**src/rtl/apb_bridge_master.sv**
```systemverilog
// APB3 initiator: one valid/ready command at a time becomes a SETUP/ACCESS transfer,
// and completion is signalled by a one-cycle response pulse. Define APB_TIMEOUT_EN to enable the ACCESS timeout.
module apb_bridge_master #(
  parameter int AMBA_ADDR_WIDTH = 20,
  parameter int AMBA_WORD       = 32,
  parameter int TIMEOUT_CYCLES  = 16
) (
  input  logic                       clk,
  input  logic                       rst,
  input  logic                       cmd_valid,
  output logic                       cmd_ready,
  input  logic                       cmd_write,
  input  logic [AMBA_ADDR_WIDTH-1:0] cmd_addr,
  input  logic [AMBA_WORD-1:0]       cmd_wdata,
  output logic                       rsp_valid,
  output logic [AMBA_WORD-1:0]       rsp_rdata,
  output logic                       rsp_timeout,
  output logic [AMBA_ADDR_WIDTH-1:0] PADDR,
  output logic [AMBA_WORD-1:0]       PWDATA,
  output logic                       PWRITE,
  output logic                       PSEL,
  output logic                       PENABLE,
  input  logic [AMBA_WORD-1:0]       PRDATA,
  input  logic                       PREADY
);

  typedef enum logic [1:0] {IDLE, SETUP, ACCESS} state_t;

  state_t state;

  if (TIMEOUT_CYCLES < 2) begin : g_bad_timeout
    $error("apb_bridge_master: TIMEOUT_CYCLES must be at least 2");
  end

  // Ready is combinational so a new command can be taken in the same cycle as rsp_valid.
  assign cmd_ready = (state == IDLE) && !rst;

`ifdef APB_TIMEOUT_EN
  localparam int                CNT_W     = $clog2(TIMEOUT_CYCLES + 1);
  localparam logic [CNT_W-1:0]  LAST_WAIT = CNT_W'(TIMEOUT_CYCLES - 1);

  logic [CNT_W-1:0] wait_cnt;
`else
  assign rsp_timeout = 1'b0;
`endif

  // NOTE: all state is updated with non-blocking assignments so every register samples pre-edge values.
  always_ff @(posedge clk) begin
    if (rst) begin
      state     <= IDLE;
      PSEL      <= 1'b0;
      PENABLE   <= 1'b0;
      PWRITE    <= 1'b0;
      PADDR     <= '0;
      PWDATA    <= '0;
      rsp_valid <= 1'b0;
      rsp_rdata <= '0;
`ifdef APB_TIMEOUT_EN
      rsp_timeout <= 1'b0;
      wait_cnt    <= '0;
`endif
    end else begin
      rsp_valid <= 1'b0;
`ifdef APB_TIMEOUT_EN
      rsp_timeout <= 1'b0;
`endif
      unique case (state)
        IDLE: begin
          if (cmd_valid) begin
            PWRITE <= cmd_write;
            PADDR  <= cmd_addr;
            PWDATA <= cmd_wdata;
            PSEL   <= 1'b1;
            state  <= SETUP;
`ifdef APB_TIMEOUT_EN
            wait_cnt <= '0;
`endif
          end
        end
        SETUP: begin
          PENABLE <= 1'b1;
          state   <= ACCESS;
        end
        ACCESS: begin
          if (PREADY) begin
            rsp_valid <= 1'b1;
            rsp_rdata <= PWRITE ? '0 : PRDATA;
            PSEL      <= 1'b0;
            PENABLE   <= 1'b0;
            state     <= IDLE;
          end
`ifdef APB_TIMEOUT_EN
          else begin
            wait_cnt <= wait_cnt + 1'b1;
            // wait_cnt counts earlier stalled cycles, so this is the last allowed one.
            if (wait_cnt == LAST_WAIT) begin
              rsp_valid   <= 1'b1;
              rsp_timeout <= 1'b1;
              rsp_rdata   <= '0;
              PSEL        <= 1'b0;
              PENABLE     <= 1'b0;
              state       <= IDLE;
            end
          end
`endif
        end
        default: state <= IDLE;
      endcase
    end
  end

endmodule

```
**config.mk**
```make
export PLATFORM = sky130hd
export DESIGN_NAME = apb_bridge_master
export DESIGN_NICKNAME = d
export VERILOG_FILES = /design/src/rtl/apb_bridge_master.sv
export SDC_FILE = /design/constraint.sdc
export NUM_CORES = 1
export LEC_CHECK = 0
export CORE_MARGIN = 2
export CORE_UTILIZATION = 42
export DETAILED_ROUTE_END_ITERATION = 12
export PLACE_DENSITY_LB_ADDON = 0.08
export SYNTH_ARGS = -nofsm -noshare
export SYNTH_HDL_FRONTEND = slang
export SYNTH_SLANG_ARGS = --single-unit
```
**constraint.sdc**
```tcl
create_clock -name clk -period 3.6 [get_ports clk]
set_clock_uncertainty 0.1 [all_clocks]
set_input_delay 0.72 -clock clk [delete_from_list [all_inputs] [get_ports clk]]
set_output_delay 0.72 -clock clk [all_outputs]
set_load 0.005 [all_outputs]
```
==> results.cfg, run 1 <==
[clock_network]
cts_hold_buf = 0
clock-sinks = 90
cts_buffer_depth = 2
numCtsBuffers = 9
cts-root-buf = clkbuf_8
clk_latency_ns = 0.34
cts-htree-levels = 3
clk_pin_slew_ns = 0.09
tritoncts = yes
post_cts_buffers = 0
cts.repair.resized = 0

[setup_path]
path_max_fanout = 9
cp_num_cells = 2
regToRegStartpoint = state[0]
crit_path_max_incr_delay_ns = 0.56
cp.required_ns = 2.78
cp_cell_sequence = nor3_1 -> clkdlybuf4s50_1
r2r-end = PADDR[15]
critical_path_class = reg2out
cp_slowest_cell = clkdlybuf4s50_1
ff2ff_path_depth = 3
cp_top_family = buffers and inverters
cp-start-kind = flop
rrSetupSlack_ns = 1.60
crit_arrival_ns = 1.54
critical_path_buf_inv_count = 1
worstSetupEndpointType = output port

[layout]
n_antenna_cell = 0
stdcell_count = 662
final_common_cell = clkdlybuf4s50_1
final_net_count = 644
drive_above_1_share = 0.0464
design_area_um2 = 5270
areaGrowthSynthToFinish_pct = 58.0
layout_common_cells = clkdlybuf4s50_1, nand2_1, dfxtp_1

[timing]
setup_tns_ns = 0
hold_viol = 0
clock.fmax_mhz = 424
slew_headroom = 0.247
worstMarginPinSlew_ns = 1.13
slew_viol_final = 0
min_period_ns = 2.36
setup_viol_count_final = 0
holdWs_ns = 0.352
rsz0062_at_grt = false
finalCritPeriodShare = 0.655

[floorplan]
num_io_pins = 179
die-area_um2 = 8670
rows = 32
die_w_um = 93.1
fp.dieH_um = 93.1
core_area_um2 = 7730
initial_core_util = 0.432

[placed_design]
dp.cells = 646
port_buffers = 177
place_area_um2 = 5040
dp_hpwl_mm = 6.19
place_congestion = 0.755

[detailed_routing]
vias = 3161
drt_first_pass_iters = 4
ant_nets = 0
drtIter0Drc = 123
wl_per_cell_um = 13.7
via_per_inst = 4.77
wl_mm = 9.07
drc = 0

[power_and_ir_drop]
p_leak_uw = 0.00187
swShare = 0.234
seqPwrFrac = 0.494
p_switching_uw = 507
power_density_nw_per_um2 = 411
p_int_uw = 1660
design_power_total_uw = 2170
comb_power_share = 0.154
clock_power_share = 0.352
peakVddDrop_v = 0.000182

[synthesis]
synthCells = 396
syn_avg_cell_area_um2 = 8.42
synth_cell_types = 20
ys_seq_elements = 90
syn_area_um2 = 3330
synth.largest_area_cell = dfxtp_1
yosysWarnings = 0
yosysTopAreaCellShare = 0.540
ys_seq_area_frac = 0.540
synth.area.top_cells = dfxtp_1, nand2_1, a21oi_1
syn_nets = 485

[grt]
grt_max_degree = 91
grt_pass1_wl_mm = 14.3
globalRouteMet2Util = 0.351
grt_use_met3 = 0.0588
grt.met1_usage = 0.249
antenna_found_initial = 0
grt_pass1_vias = 3003
grt_use_total = 0.205
grt_busiest_layer = met2
grt-ovfl-total = 0

[worst_hold_path]
hold_end = rsp_rdata[13]
holdPathStages = 2
worstHoldPathType = reg2reg
hold_path.startpoint = rsp_rdata[13]

[run_status]
status = finished, final reports clean

[flow_run]
cap_violations = 0
-- worst max-delay path by stage --
stage	endpoint	from	slack, ns
after CTS	cmd_ready	state[1]	1.22
final	cmd_ready	state[0]	1.24
after detailed placement	PADDR[15]	cmd_valid	0.92
after floorplan	cmd_ready	rst	1.45
after global placement	PWDATA[9]	cmd_valid	0.98
after global routing	PWDATA[15]	cmd_valid	1.12
-- metrics by stage --
step	setup WS (ns)	utilization
detailed placement	0.920	0.653
global route	1.12	0.682
floorplan	1.45	-
finish	1.24	0.682
global placement	0.975	0.653
CTS	1.22	0.682
-- synth_stat cells --
| cell | count |
|---|---|
| nor3_1 | 1 |
| dfxtp_1 | 90 |
| a211oi_1 | 1 |
| nand3b_1 | 33 |
| buf_2 | 3 |
| nor2_1 | 6 |
| a21oi_1 | 85 |
| a21oi_2 | 1 |
| conb_1 | 1 |
| and3b_1 | 1 |
| mux2i_1 | 1 |
| inv_1 | 1 |
| buf_6 | 12 |
| nand2_1 | 137 |
| buf_4 | 4 |
| or3b_1 | 1 |
| clkbuf_1 | 15 |
| nor3b_4 | 1 |
| o21ai_0 | 1 |
| nand2_2 | 1 |
-- routing by layer --
metal  vias up  part of all wire
li1       1601                 -
met1      1444              0.42
met2       105              0.49
met3        11             0.079
met4         0             0.013
met5         -                 0
-- worst register-to-register path, stage by stage, from the launching register on --
cell     delay, ns
dfxtp_1       0.55
or3b_2        0.94
nand2_1       0.15
a21oi_1       0.19
-- logic make-up (layout without fill, tap and decap cells) --
family | count (synthesis) | in the layout | synth area share
muxes | 1 | 1 | 0.00300
buffers and inverters | 35 | 199 | 0.0720
other | 1 | 1 | 0.00112
and+or+nand+nor | 181 | 181 | 0.250
DFF | 90 | 90 | 0.540
AOI/OAI and AO/OA | 88 | 88 | 0.134
-- power by group through the flow --
stage               registers, µW  logic [µW]  clock network, µW
floorplan                    1090         137                  0
global placement             1090         332                  0
detailed placement           1090         336                  0
CTS                          1070         338                775
global route                 1080         365                823
finish                       1070         334                762
-- registers in the layout, indices dropped and copies added, names as in the netlist --
name       flops
rsp_rdata     32
rsp_valid      1
PSEL           1
PENABLE        1
PWRITE         1
PADDR         20
PWDATA        32
state          2
-- cell type report --
type / count / area, µm²
clock inverters: 6 / 90.1
fillers: 642 / 2460
flip-flops and latches: 90 / 1800
multi-input cells: 271 / 1290
repair buffers: 182 / 1820
clock buffers: 10 / 138
well taps: 102 / 128
inverters: 1 / 3.75
Note: power is estimated with default switching activity, not from simulation.
==> inputs of run 2 (changes only) <==
CORE_UTILIZATION = 35   (was 42)
clock period = 1.95 ns   (was 3.6 ns; I/O delays follow)
==> results.cfg, run 2 (same netlist as run 1, synthesis figures left out) <==
[run_status]
status = finished, final reports clean

[flow_run]
cap_violations = 0

[clock_network]
cts-root-buf = clkbuf_8
clock-sinks = 90
tritoncts = yes
cts-htree-levels = 3
cts_buffer_depth = 2
clk_pin_slew_ns = 0.08
cts_hold_buf = 0
clk_latency_ns = 0.34
numCtsBuffers = 9

[grt]
grt_pass1_vias = 2949
grt_max_degree = 91
grt_pass1_wl_mm = 14.3
grt_use_total = 0.174
antenna_found_initial = 0
grt-ovfl-total = 0

[detailed_routing]
wl_mm = 9.31
wl_met3_um = 914
drt_first_pass_iters = 4
top_layer_used = met4
via_per_inst = 4.59
vias = 3197
drc = 0
drtIter0Drc = 96
dr_wl_met2_mm = 4.26
ant_nets = 0
wl_met1_mm = 3.98
wl_per_cell_um = 13.4

[power_and_ir_drop]
comb_power_share = 0.162
design_power_total_uw = 3960
p_switching_uw = 927
swShare = 0.234
clock_power_share = 0.340
peakVddDrop_v = 0.000320
power_density_nw_per_um2 = 740
seqPwrFrac = 0.498
p_leak_uw = 0.00190
p_int_uw = 3030

[floorplan]
initial_core_util = 0.361
num_io_pins = 179
die-area_um2 = 10300
core_area_um2 = 9240
die_w_um = 102
rows = 35
fp.dieH_um = 102

[timing]
hold_viol = 0
clock.fmax_mhz = 563
slew_viol_final = 0
worstMarginPinSlew_ns = 0.962
rsz0062_at_grt = false
slew_headroom = 0.359
min_period_ns = 1.78
finalCritPeriodShare = 0.910
setup_viol_count_final = 0

[layout]
final_net_count = 652
top_regs = PWDATA (32), rsp_rdata (32), PADDR (20)
stdcell_count = 696
areaGrowthSynthToFinish_pct = 60.6
register_area_um2 = 1800
final_common_cell = clkdlybuf4s50_1
fillers = 871
layout_common_cells = clkdlybuf4s50_1, nand2_1, dfxtp_1
drive_above_1_share = 0.0564
multi_input_area_um2 = 1290
n_antenna_cell = 0

[setup_path]
path_max_fanout = 7
critical_path_class = reg2out
cp-start-kind = flop
worstSetupEndpointType = output port
cp.required_ns = 1.46
cp_slowest_cell = dfxtp_1
crit_arrival_ns = 1.29
cp_cell_sequence = nor3_1 -> dlygate4sd2_1
crit_path_max_incr_delay_ns = 0.41

[placed_design]
port_buffers = 177
dp_hpwl_mm = 6.40
dp.cells = 681
place_congestion = 0.700

[worst_hold_path]
worstHoldPathType = reg2reg
==> run 2: cell types whose count changed in the layout (fill, tap and decap cells not counted), sizes merged <==
cell,previous run,this run
dlygate4sd2,0,1
clkinvlp,1,2
buf,6,14
clkinv,3,1
clkdlybuf4s50,176,175
==> run 2: metal layers <==
layer | GRT usage | vias to the layer above
met5 | 0 | -
met4 | 0.0634 | 0
met3 | 0.0676 | 14
met2 | 0.278 | 124
met1 | 0.212 | 1437
li1 | - | 1622
==> run 2: critical path: cells and delay by family, from the launching register on <==
family                 cells  cell delay [ns]
DFF                        1             0.41
buffers and inverters      1             0.30
and+or+nand+nor            1             0.23
==> run 2: power by group through the flow <==
stage | Combinational (µW) | Sequential [µW] | Clock [µW]
2_1_floorplan | 253 | 2020 | 0
3_5_place_dp | 649 | 2020 | 0
6_report | 641 | 1970 | 1350
4_1_cts | 652 | 1970 | 1400
3_3_place_gp | 642 | 2010 | 0
5_1_grt | 704 | 1980 | 1470
==> run 2: repair_timing <==
| item | CTS | global route |
|---|---|---|
| gates resized for setup | 1 | 0 |
| setup buffers | 0 | 0 |
| endpoints found under the setup margin | 1 | 0 |
==> run 2: stage by stage <==
step           utilization  hold slack [ns]  cell area, µm²  setup WS (ns)  setup TNS (ns)
2_1_floorplan            -            0.348            3330          0.455               0
3_3_place_gp         0.557            0.336            5150        -0.0177          -0.292
3_5_place_dp         0.557            0.343            5150        -0.0444           -1.02
4_1_cts              0.580            0.354            5360          0.133               0
5_1_grt              0.580            0.374            5360         0.0427               0
6_report             0.580            0.351            5360          0.175               0
==> run 2: layout make-up <==
class / instances / area share
clock buffer: 10 / 0.0238
clock inverter: 5 / 0.0150
inverter: 1 / 0.000701
multi-input combinational: 271 / 0.241
sequential: 90 / 0.336
tap: 129 / 0.0301
timing repair buffer: 190 / 0.353
==> run 2: path summary, 6_finish.rpt <==
path | from | slack [ns] | end | depth (start not counted)
min reg2reg | rsp_rdata[31] | 0.35 | rsp_rdata[31] | 2
min | rsp_rdata[31] | 0.35 | rsp_rdata[31] | 2
max reg2reg | state[0] | 0.36 | PWDATA[5] | 5
max | state[1] | 0.17 | cmd_ready | 2
==> inputs of run 3 (changes only) <==
TNS_END_PERCENT = 5   (was unset)
==> results of run 3 <==
No change in the layout: final DEF, timing and power equal those of run 2.
